## config.mk

```make
export PLATFORM = sky130hd
export DESIGN_NAME = noc_link_tx_flat
export DESIGN_NICKNAME = d
export VERILOG_FILES = /design/src/rtl/noc_link_tx_pkg.sv /design/src/rtl/noc_link_tx_if.sv /design/src/rtl/noc_link_tx_flit_counter.sv /design/src/rtl/noc_link_tx.sv /design/src/flat_wrapper.sv
export SDC_FILE = /design/constraint.sdc
export NUM_CORES = 1
export LEC_CHECK = 0
export BUFFER_PORTS_ARGS = -buffer_cell sky130_fd_sc_hd__clkbuf_2
export CORE_ASPECT_RATIO = 0.7
export CORE_MARGIN = 1.5
export CORE_UTILIZATION = 44
export CTS_CLUSTER_DIAMETER = 60
export DETAILED_ROUTE_END_ITERATION = 10
export GPL_TIMING_DRIVEN = 0
export PLACE_DENSITY = 0.85
export SYNTH_ARGS = -nofsm -noshare
export SYNTH_HDL_FRONTEND = slang
export SYNTH_SLANG_ARGS = --single-unit
```

## constraint.sdc

```tcl
create_clock -name clk -period 2.5 [get_ports clk]
set_input_delay 0.375 -clock clk [delete_from_list [all_inputs] [get_ports clk]]
set_output_delay 0.375 -clock clk [all_outputs]
set_load 0.05 [all_outputs]
```

## src/rtl/noc_link_tx_pkg.sv

```systemverilog
// Shared types and defaults for the NoC link transmitter.
package noc_link_tx_pkg;

  typedef enum logic {
    ST_IDLE = 1'b0,
    ST_BODY = 1'b1
  } state_e;

  localparam int LEN_LSB     = 0;
  localparam int DEF_LEN_W   = 6;
  localparam int DEF_FLIT_W  = 32;
  localparam int DEF_CREDITS = 4;
  localparam int DEF_CRED_W  = 3;

endpackage

```

## src/rtl/noc_link_tx_if.sv

```systemverilog
// Flit link bundle: upstream handshake plus downstream
// flit strobe and credit return.
interface noc_link_tx_if
  import noc_link_tx_pkg::*;
#(
  parameter int FLIT_W = DEF_FLIT_W
);
  logic [FLIT_W-1:0] in_flit;
  logic              in_valid;
  logic              in_ready;
  logic [FLIT_W-1:0] out_flit;
  logic              out_valid;
  logic              out_head;
  logic              out_tail;
  logic              credit_ret;

  modport slave (
    input  in_flit, in_valid, credit_ret,
    output in_ready, out_flit, out_valid,
    output out_head, out_tail
  );

  modport master (
    output in_flit, in_valid, credit_ret,
    input  in_ready, out_flit, out_valid,
    input  out_head, out_tail
  );
endinterface

```

## src/rtl/noc_link_tx_flit_counter.sv

```systemverilog
// Loadable down-counter holding the remaining body flits
// of the packet in flight.
module tx_flit_counter #(
  parameter int W = 6
) (
  input  logic         clk,
  input  logic         rst,
  input  logic         i_load,
  input  logic [W-1:0] i_load_val,
  input  logic         i_dec,
  output logic [W-1:0] o_rem,
  output logic         o_rem_is_one,
  output logic         o_rem_is_zero
);

  logic [W-1:0] r_rem;

  // Decrement stops at zero so rem can never wrap.
  always_ff @(posedge clk or posedge rst) begin
    if (rst) begin
      r_rem <= '0;
    end else if (i_load) begin
      r_rem <= i_load_val;
    end else if (i_dec && (r_rem != '0)) begin
      r_rem <= r_rem - 1'b1;
    end
  end

  assign o_rem         = r_rem;
  assign o_rem_is_one  = (r_rem == W'(1));
  assign o_rem_is_zero = (r_rem == '0);

endmodule

```

## src/rtl/noc_link_tx.sv

```systemverilog
// Credit-based link transmitter: frames flits into packets
// by header length and never sends without a far-side slot.
module noc_link_tx
  import noc_link_tx_pkg::*;
#(
  parameter int FLIT_W  = DEF_FLIT_W,
  parameter int LEN_W   = DEF_LEN_W,
  parameter int CREDITS = DEF_CREDITS,
  parameter int CRED_W  = DEF_CRED_W
) (
  input  logic              clk,
  input  logic              rst,
  noc_link_tx_if.slave      lnk,
  output logic [CRED_W-1:0] credit_cnt,
  output logic              busy,
  output logic              err_overflow
);

  localparam logic [CRED_W-1:0] CRED_MAX =
    CRED_W'(CREDITS);

  state_e            r_state;
  state_e            w_state_nxt;
  logic [CRED_W-1:0] r_credit;
  logic              r_err;
  logic [FLIT_W-1:0] r_out_flit;
  logic              r_out_valid;
  logic              r_out_head;
  logic              r_out_tail;

  logic              w_xfer;
  logic [LEN_W-1:0]  w_len;
  logic              w_load;
  logic              w_dec;
  logic              w_head;
  logic              w_tail;
  logic [LEN_W-1:0]  w_rem;
  logic              w_rem_one;
  logic              w_rem_zero;

  assign lnk.in_ready = (r_credit != '0);
  assign w_xfer = lnk.in_valid && lnk.in_ready;
  assign w_len  = lnk.in_flit[LEN_LSB +: LEN_W];

  tx_flit_counter #(
    .W (LEN_W)
  ) u_cnt (
    .clk           (clk),
    .rst           (rst),
    .i_load        (w_load),
    .i_load_val    (w_len),
    .i_dec         (w_dec),
    .o_rem         (w_rem),
    .o_rem_is_one  (w_rem_one),
    .o_rem_is_zero (w_rem_zero)
  );

  always_ff @(posedge clk or posedge rst) begin
    if (rst) begin
      r_state <= ST_IDLE;
    end else begin
      r_state <= w_state_nxt;
    end
  end

  always_comb begin
    w_state_nxt = r_state;
    w_load      = 1'b0;
    w_dec       = 1'b0;
    w_head      = 1'b0;
    w_tail      = 1'b0;
    if (w_xfer) begin
      unique case (r_state)
        ST_IDLE: begin
          w_head = 1'b1;
          if (w_len == '0) begin
            w_tail = 1'b1;
          end else begin
            w_load      = 1'b1;
            w_state_nxt = ST_BODY;
          end
        end
        ST_BODY: begin
          w_dec = 1'b1;
          if (w_rem_one) begin
            w_tail      = 1'b1;
            w_state_nxt = ST_IDLE;
          end
        end
        default: ;
      endcase
    end
  end

  // A send and a return in the same cycle cancel out.
  always_ff @(posedge clk or posedge rst) begin
    if (rst) begin
      r_credit <= CRED_MAX;
      r_err    <= 1'b0;
    end else begin
      case ({w_xfer, lnk.credit_ret})
        2'b10: r_credit <= r_credit - 1'b1;
        2'b01: begin
          if (r_credit == CRED_MAX) begin
            r_err <= 1'b1;
          end else begin
            r_credit <= r_credit + 1'b1;
          end
        end
        default: ;
      endcase
    end
  end

  always_ff @(posedge clk or posedge rst) begin
    if (rst) begin
      r_out_flit  <= '0;
      r_out_valid <= 1'b0;
      r_out_head  <= 1'b0;
      r_out_tail  <= 1'b0;
    end else begin
      r_out_valid <= w_xfer;
      r_out_head  <= w_head;
      r_out_tail  <= w_tail;
      if (w_xfer) begin
        r_out_flit <= lnk.in_flit;
      end
    end
  end

  assign lnk.out_flit  = r_out_flit;
  assign lnk.out_valid = r_out_valid;
  assign lnk.out_head  = r_out_head;
  assign lnk.out_tail  = r_out_tail;
  assign credit_cnt    = r_credit;
  assign busy          = (r_state == ST_BODY);
  assign err_overflow  = r_err;

  logic w_unused;
  assign w_unused = ^{w_rem, w_rem_zero};

endmodule
```

## src/flat_wrapper.sv

```systemverilog
// flat-port wrapper written by rule: the top's interface ports become plain ports
module noc_link_tx_flat import noc_link_tx_pkg::*;
#(
  parameter int FLIT_W  = DEF_FLIT_W,
  parameter int LEN_W   = DEF_LEN_W,
  parameter int CREDITS = DEF_CREDITS,
  parameter int CRED_W  = DEF_CRED_W
)
  (clk, rst, credit_cnt, busy, err_overflow, lnk_in_flit, lnk_in_valid, lnk_credit_ret, lnk_in_ready, lnk_out_flit, lnk_out_valid, lnk_out_head, lnk_out_tail);
  noc_link_tx_if #(.FLIT_W(FLIT_W)) lnk_i ();
  input  logic clk;
  input  logic rst;
  output logic [CRED_W-1:0] credit_cnt;
  output logic busy;
  output logic err_overflow;
  input wire logic [$bits(lnk_i.in_flit)-1:0] lnk_in_flit;
  input wire logic [$bits(lnk_i.in_valid)-1:0] lnk_in_valid;
  input wire logic [$bits(lnk_i.credit_ret)-1:0] lnk_credit_ret;
  output wire logic [$bits(lnk_i.in_ready)-1:0] lnk_in_ready;
  output wire logic [$bits(lnk_i.out_flit)-1:0] lnk_out_flit;
  output wire logic [$bits(lnk_i.out_valid)-1:0] lnk_out_valid;
  output wire logic [$bits(lnk_i.out_head)-1:0] lnk_out_head;
  output wire logic [$bits(lnk_i.out_tail)-1:0] lnk_out_tail;
  assign lnk_i.in_flit = lnk_in_flit;
  assign lnk_i.in_valid = lnk_in_valid;
  assign lnk_i.credit_ret = lnk_credit_ret;
  assign lnk_in_ready = lnk_i.in_ready;
  assign lnk_out_flit = lnk_i.out_flit;
  assign lnk_out_valid = lnk_i.out_valid;
  assign lnk_out_head = lnk_i.out_head;
  assign lnk_out_tail = lnk_i.out_tail;
  noc_link_tx #(.FLIT_W(FLIT_W), .LEN_W(LEN_W), .CREDITS(CREDITS), .CRED_W(CRED_W)) u_core (.clk(clk), .rst(rst), .lnk(lnk_i), .credit_cnt(credit_cnt), .busy(busy), .err_overflow(err_overflow));
endmodule
```

==> flow_summary.yaml, run 1 <==
routing:
  routed_via_density: 5.01
  drtIter0Drc: 93
  routed-via-count: 1827
  drc: 0
  drt_first_pass_iters: 4
  wl_per_cell_um: 12.9
  routed_wl_um: 4700
  antenna_left: 0
clocking:
  cts_sinks: 46
  postCtsHoldBufs: 0
  root_buffer: "clkbuf_8"
  cts_inserted_buffers: 5
  htree_levels: 2
  path_clk_slew_ns: 0.09
  worst_skew_pair.late_latency_ns: 0.30
  clockBufferDepth: 2
  cts_tree: "yes"
setup_path:
  cp.required_ns: 2.72
  r2r_end: "u_core.credit_cnt[2]"
  cp_slowest_cell: "fa_1"
  slowest_delay_ns: 0.43
  rrSetupSlack_ns: 0.20
  crit_path_end_kind: "flop"
  start_kind: "flop"
  cp_data_arrival_time_ns: 2.53
  critPathBufInv: 2
  crit_type: "flop to flop"
  reg2regPathDepth: 9
  path_max_fanout: 10
  cpLargestDelayFamily: "compound AO/OA/AOI/OAI gates"
  crit_chain: "buf_2 > o31ai_4 > clkbuf_4 > nand2_1 > fa_1 > nor3b_1 > nor2_1 > a32oi_1 > o21ai_0"
  worstReg2RegStart: "u_core.credit_cnt[1]"
synth:
  synthArstFlopShare_pct: 100
  syn_avg_cell_area_um2: 9.38
  synth_commonest_cells: "103 x nand2_1, 45 x dfrtp_1, 9 x inv_1"
  yosys_warnings: 0
  ys.flop_type: "dfrtp_1"
  synth.top_cell.area_share_pct: 53.4
  synth_edf_count: 0
  synth_cells: 225
  synth_area_leaders: "dfrtp_1 53%, nand2_1 18%, mux2_2 2.1%"
  yosysSeqAreaShare_pct: 54.6
  syn_nets: 265
  synth.cell_area_mm2: 0.00211
  ys_ff_latch: 46
  synth_top_area_cell: "dfrtp_1"
  yosysMostFrequentCell: "nand2_1"
  netlist-cell-type-count: 37
pwr:
  pwr-share-comb_pct: 52.8
  p_switching_mw: 1.92
  p_leak_nw: 1.46
  p_seq_share_pct: 32.4
  power.internal_mw: 1.87
  peakVddDrop_uv: 752
  p_total_mw: 3.79
  switching_share_pct: 50.7
  powerDensity_mw_per_mm2: 1400
  pwr-share-clk_pct: 14.8
global_routing:
  grt_usage_pct: 19.8
  grt_pass1_wl_um: 7820
  overflow: 0
  grt_pass1_vias: 1687
  grt_antenna_before_repair: 0
  grt_max_degree: 25
flow_run:
  cap_viol_max_count: 0
layout:
  final_nets: 349
  utilization_pct: 60.4
  register_area_mm2: 0.00115
  fillers: 408
  fin_area_mm2: 0.00271
  multi_input_area_um2: 868
  antenna_cells: 0
  drive_gt1_share_pct: 33.9
  area_growth_pct: 28.3
floorplanning:
  fp-row-count: 20
  start_util_pct: 47.1
  die-area_mm2: 0.00523
  core_mm2: 0.00448
  die_x_um: 85.8
  die_y_um: 60.9
  ios: 77
placement:
  post_dp_cell_area_mm2: 0.00258
  gp_congestion: 0.839
  place.port_buffers: 75
  place_ws_ns: -0.121
  dpl.hpwl_um: 3530
timing:
  slew_headroom_pct: 62.2
  finalSetupViolations: 0
  tightest_slew_ns: 0.563
  slew_viol_final: 0
  final.setup.worst_slack_ns: 0.195
  fmax_mhz: 434
  min_period_ns: 2.30
  fin_crit_sh_pct: 92.2
  hold_viol: 0
  fin_tns_setup_ns: 0
  fin_skew_ns: 0.00734
hold_path:
  hold_path_class: "primary input to async pin"
run_status:
  status: "complete, no violations"
## flip-flops by register name (all words and copies together), names as in the netlist
register	flops
u_core.credit_cnt	3
u_core.lnk.out_head	1
u_core.lnk.out_flit	32
u_core.u_cnt.o_rem	6
u_core.err_overflow	1
u_core.lnk.out_valid	1
u_core.lnk.out_tail	1
u_core.busy	1
## how the worst max path moves through the flow
stage	startpoint	endpoint	cells after the start
after floorplan	u_core.credit_cnt[1]	u_core.credit_cnt[2]	9
after detailed placement	u_core.credit_cnt[0]	u_core.credit_cnt[2]	9
after global routing	u_core.credit_cnt[1]	u_core.credit_cnt[2]	9
final	u_core.credit_cnt[1]	u_core.credit_cnt[2]	9
after global placement	u_core.credit_cnt[0]	u_core.credit_cnt[2]	9
after CTS	u_core.credit_cnt[1]	u_core.credit_cnt[2]	9
## through the flow
step / hold WS [ns] / instances
6_report: 0.0870 / 365
2_1_floorplan: 0.480 / 225
3_3_place_gp: 0.458 / 355
3_5_place_dp: 0.428 / 356
4_1_cts: 0.0979 / 365
5_1_grt: 0.123 / 365
## cell usage in the layout, fill, tap and decap left out, types with 2 or more instances in the layout
master	count
clkbuf_8	5
clkbuf_2	75
nand2_1	103
mux2i_1	2
xnor2_1	3
buf_4	3
o21ai_0	6
a211oi_1	2
clkbuf_1	6
dfrtp_1	44
inv_2	2
nor2_1	6
ha_1	3
xor2_1	4
a21oi_1	3
or2_2	2
mux2_2	4
inv_1	8
nand3_1	2
buf_2	2
## final cells by class
cell class	instances	area share, %
flip-flops and latches	46	42.6
multi-input cells	158	32.1
repair buffers	77	15.2
clock buffers	5	2.54
well taps	55	2.54
plain buffers	11	2.03
clock inverters	3	1.62
inverters	10	1.39
## logic make-up (layout without fill, tap and decap cells)
| family | count (synthesis) | in the layout | share of synthesized area, % |
|---|---|---|---|
| flops | 46 | 46 | 54.6 |
| simple gates | 120 | 120 | 23.3 |
| mux | 6 | 6 | 3.08 |
| xor+xnor | 7 | 7 | 2.91 |
| buf+inv | 21 | 106 | 4.21 |
| fa+ha+maj | 4 | 4 | 2.73 |
| compound gates | 21 | 21 | 9.19 |
## what timing repair did
action	4_1_cts	5_1_grt
buffers inserted	1	0
gates resized for setup	0	2
setup endpoints to repair	2	2
pin swaps	1	0
endpoints found under the hold margin	0	0
## metal layers
| layer | global-route usage (%) | part of all wire [%] |
|---|---|---|
| met1 | 26.4 | 46 |
| met2 | 30.5 | 45 |
| met3 | 8.16 | 7.8 |
| met4 | 5.53 | 0.85 |
| met5 | 0 | 0 |
## power by group through the flow
stage	Sequential, mW	Combinational [mW]	Clock (mW)
3_3_place_gp	1.23	1.94	0
6_report	1.23	2.00	0.561
5_1_grt	1.26	2.16	0.600
4_1_cts	1.23	2.01	0.574
3_5_place_dp	1.24	2.00	0
2_1_floorplan	2.01	0.756	0
Power figures use the tool's default switching activity.
==> run 2: changes to the inputs <==
--- a/config.mk
+++ b/config.mk
@@ -6,4 +6,5 @@
 export NUM_CORES = 1
 export LEC_CHECK = 0
+export ABC_CLOCK_PERIOD_IN_PS = 2500
 export BUFFER_PORTS_ARGS = -buffer_cell sky130_fd_sc_hd__clkbuf_2
 export CORE_ASPECT_RATIO = 0.7
@@ -12,4 +13,5 @@
 export CTS_CLUSTER_DIAMETER = 60
 export DETAILED_ROUTE_END_ITERATION = 10
+export GPL_ROUTABILITY_DRIVEN = 0
 export GPL_TIMING_DRIVEN = 0
 export PLACE_DENSITY = 0.85
==> constraint.sdc (replaced) <==
create_clock -name clk -period 2.5 [get_ports clk]
set_input_delay 0.375 -clock clk [delete_from_list [all_inputs] [get_ports clk]]
set_output_delay 0.375 -clock clk [all_outputs]
set_load 0.1 [all_outputs]
==> run 2 against run 1 <==
Net effect: flip-flop and latch count did not move; worst hold slack lost 0.0017 ns; die area stayed put; cell area up 1.2%; clock-buffer cell count unchanged; worst setup slack better by 0.018 ns; clock skew rose by 0.0016 ns; maximum frequency is 0.79% higher; critical endpoint is now u_core.credit_cnt[1]; wire length is 5.0% lower; final cell count is 0.55% higher.
==> flow_summary.yaml, run 2 (same netlist as run 1, synthesis figures left out) <==
global_routing:
  grt_max_degree: 25
  overflow: 0
  grt_pass1_vias: 1676
  grt_pass1_wl_um: 7650
  grt_usage_pct: 19.1
  grt_antenna_before_repair: 0
setup_path:
  cp_data_arrival_time_ns: 2.49
  critPathBufInv: 2
  crit_path_end_kind: "flop"
  start_kind: "flop"
  r2r_end: "u_core.credit_cnt[1]"
  worstReg2RegStart: "u_core.credit_cnt[1]"
  crit_chain: "buf_2 > o31ai_4 > buf_8 > nand2_1 > fa_1 > o21ai_0 > a31oi_1 > o21ai_0 > a22oi_1"
  slowest_delay_ns: 0.52
  crit_type: "flop to flop"
  cp-startpoint: "u_core.credit_cnt[1]"
  reg2regPathDepth: 9
  rrSetupSlack_ns: 0.21
  crit_path_end: "u_core.credit_cnt[1]"
  cpLargestDelayFamily: "compound AO/OA/AOI/OAI gates"
  cp_slowest_cell: "fa_1"
  cp.depth: 9
  worst_path_most_repeated_cell: "o21ai_0"
  cp.required_ns: 2.71
  path_max_fanout: 7
routing:
  drtIter0Drc: 98
  routed-via-count: 1744
  drt_first_pass_iters: 4
  routed_wl_um: 4460
  drc: 0
  wl_per_cell_um: 12.2
  routed_via_density: 4.75
  antenna_left: 0
clocking:
  htree_levels: 2
  root_buffer: "clkbuf_8"
  path_clk_slew_ns: 0.09
  clockBufferDepth: 2
  worst_skew_pair.late_latency_ns: 0.29
  cts_sinks: 46
  cts_inserted_buffers: 5
  cts_tree: "yes"
placement:
  dpl.hpwl_um: 3350
  place.port_buffers: 75
floorplanning:
  start_util_pct: 47.1
  die-area_mm2: 0.00523
  fp-row-count: 20
  core_mm2: 0.00448
  ios: 77
  die_x_um: 85.8
  die_y_um: 60.9
flow_run:
  cap_viol_max_count: 0
layout:
  mostFrequentLayoutCells: "103 x nand2_1, 75 x clkbuf_2, 43 x dfrtp_1, 8 x inv_1"
  largest_reg_flops: 32
  antenna_cells: 0
  fillers: 401
  final_nets: 351
  drive_gt1_share_pct: 34.9
  layout_commonest_cell: "nand2_1"
  area_growth_pct: 29.9
timing:
  tightest_slew_ns: 0.587
  slew_headroom_pct: 60.6
  hold_viol: 0
  fmax_mhz: 437
  min_period_ns: 2.29
  finalSetupViolations: 0
  rsz0062_at_grt: "no"
  hold_ws_ns: 0.0854
  fin_crit_sh_pct: 91.5
  slew_viol_final: 0
  fin_skew_ns: 0.00898
run_status:
  status: "complete, no violations"
hold_path:
  hold_path_class: "primary input to async pin"
==> run 2: final cells by class <==
class / count / area (um^2) / share of cell area, %
plain buffers: 11 / 62.6 / 2.28
clock buffers: 5 / 68.8 / 2.51
clock inverters: 3 / 43.8 / 1.60
inverters: 10 / 37.5 / 1.37
multi-input cells: 158 / 873 / 31.9
flip-flops and latches: 46 / 1160 / 42.3
well taps: 55 / 68.8 / 2.51
repair buffers: 79 / 425 / 15.5
==> run 2: worst min-delay path by stage <==
stage	end	slack, ns	cells after the start
2_1_floorplan	u_core.lnk.out_flit[0]	0.48	2
3_3_place_gp	u_core.lnk.out_flit[2]	0.46	2
3_5_place_dp	u_core.lnk.out_flit[19]	0.43	2
4_1_cts	u_core.lnk.out_flit[7]	0.09	2
5_1_grt	u_core.lnk.out_valid	0.12	2
6_report	u_core.lnk.out_flit[7]	0.09	2
==> run 2: stage by stage <==
stage | util [%] | setup WS (ns) | TNS (ns) | instance area, um^2 | cells
floorplan | - | 0.00297 | 0 | 2130 | 225
global route | 61.2 | 0.0166 | 0 | 2740 | 367
finish | 61.2 | 0.213 | 0 | 2740 | 367
detailed placement | 58.0 | -0.0865 | -0.146 | 2600 | 356
CTS | 60.7 | 0.113 | 0 | 2720 | 365
global placement | 57.4 | -0.0182 | -0.0182 | 2570 | 355
==> run 2: metal layers <==
metal | vias to the layer above | share of wire (%) | track usage [%]
li1 | 888 | - | -
met1 | 795 | 49 | 26.5
met2 | 56 | 43 | 29.6
met3 | 5 | 6.6 | 6.26
met4 | 0 | 0.65 | 4.38
met5 | - | 0 | 0
==> run 2: what timing repair did <==
item	4_1_cts	5_1_grt
setup endpoints to repair	2	2
pin swaps	1	1
hold buffers	0	0
buffers inserted	1	2
gates resized for setup	0	2
Power of run 2 is left out: the tool's default activity adds up to more than one toggle a clock period on the data nets, which glitch-free logic cannot reach.
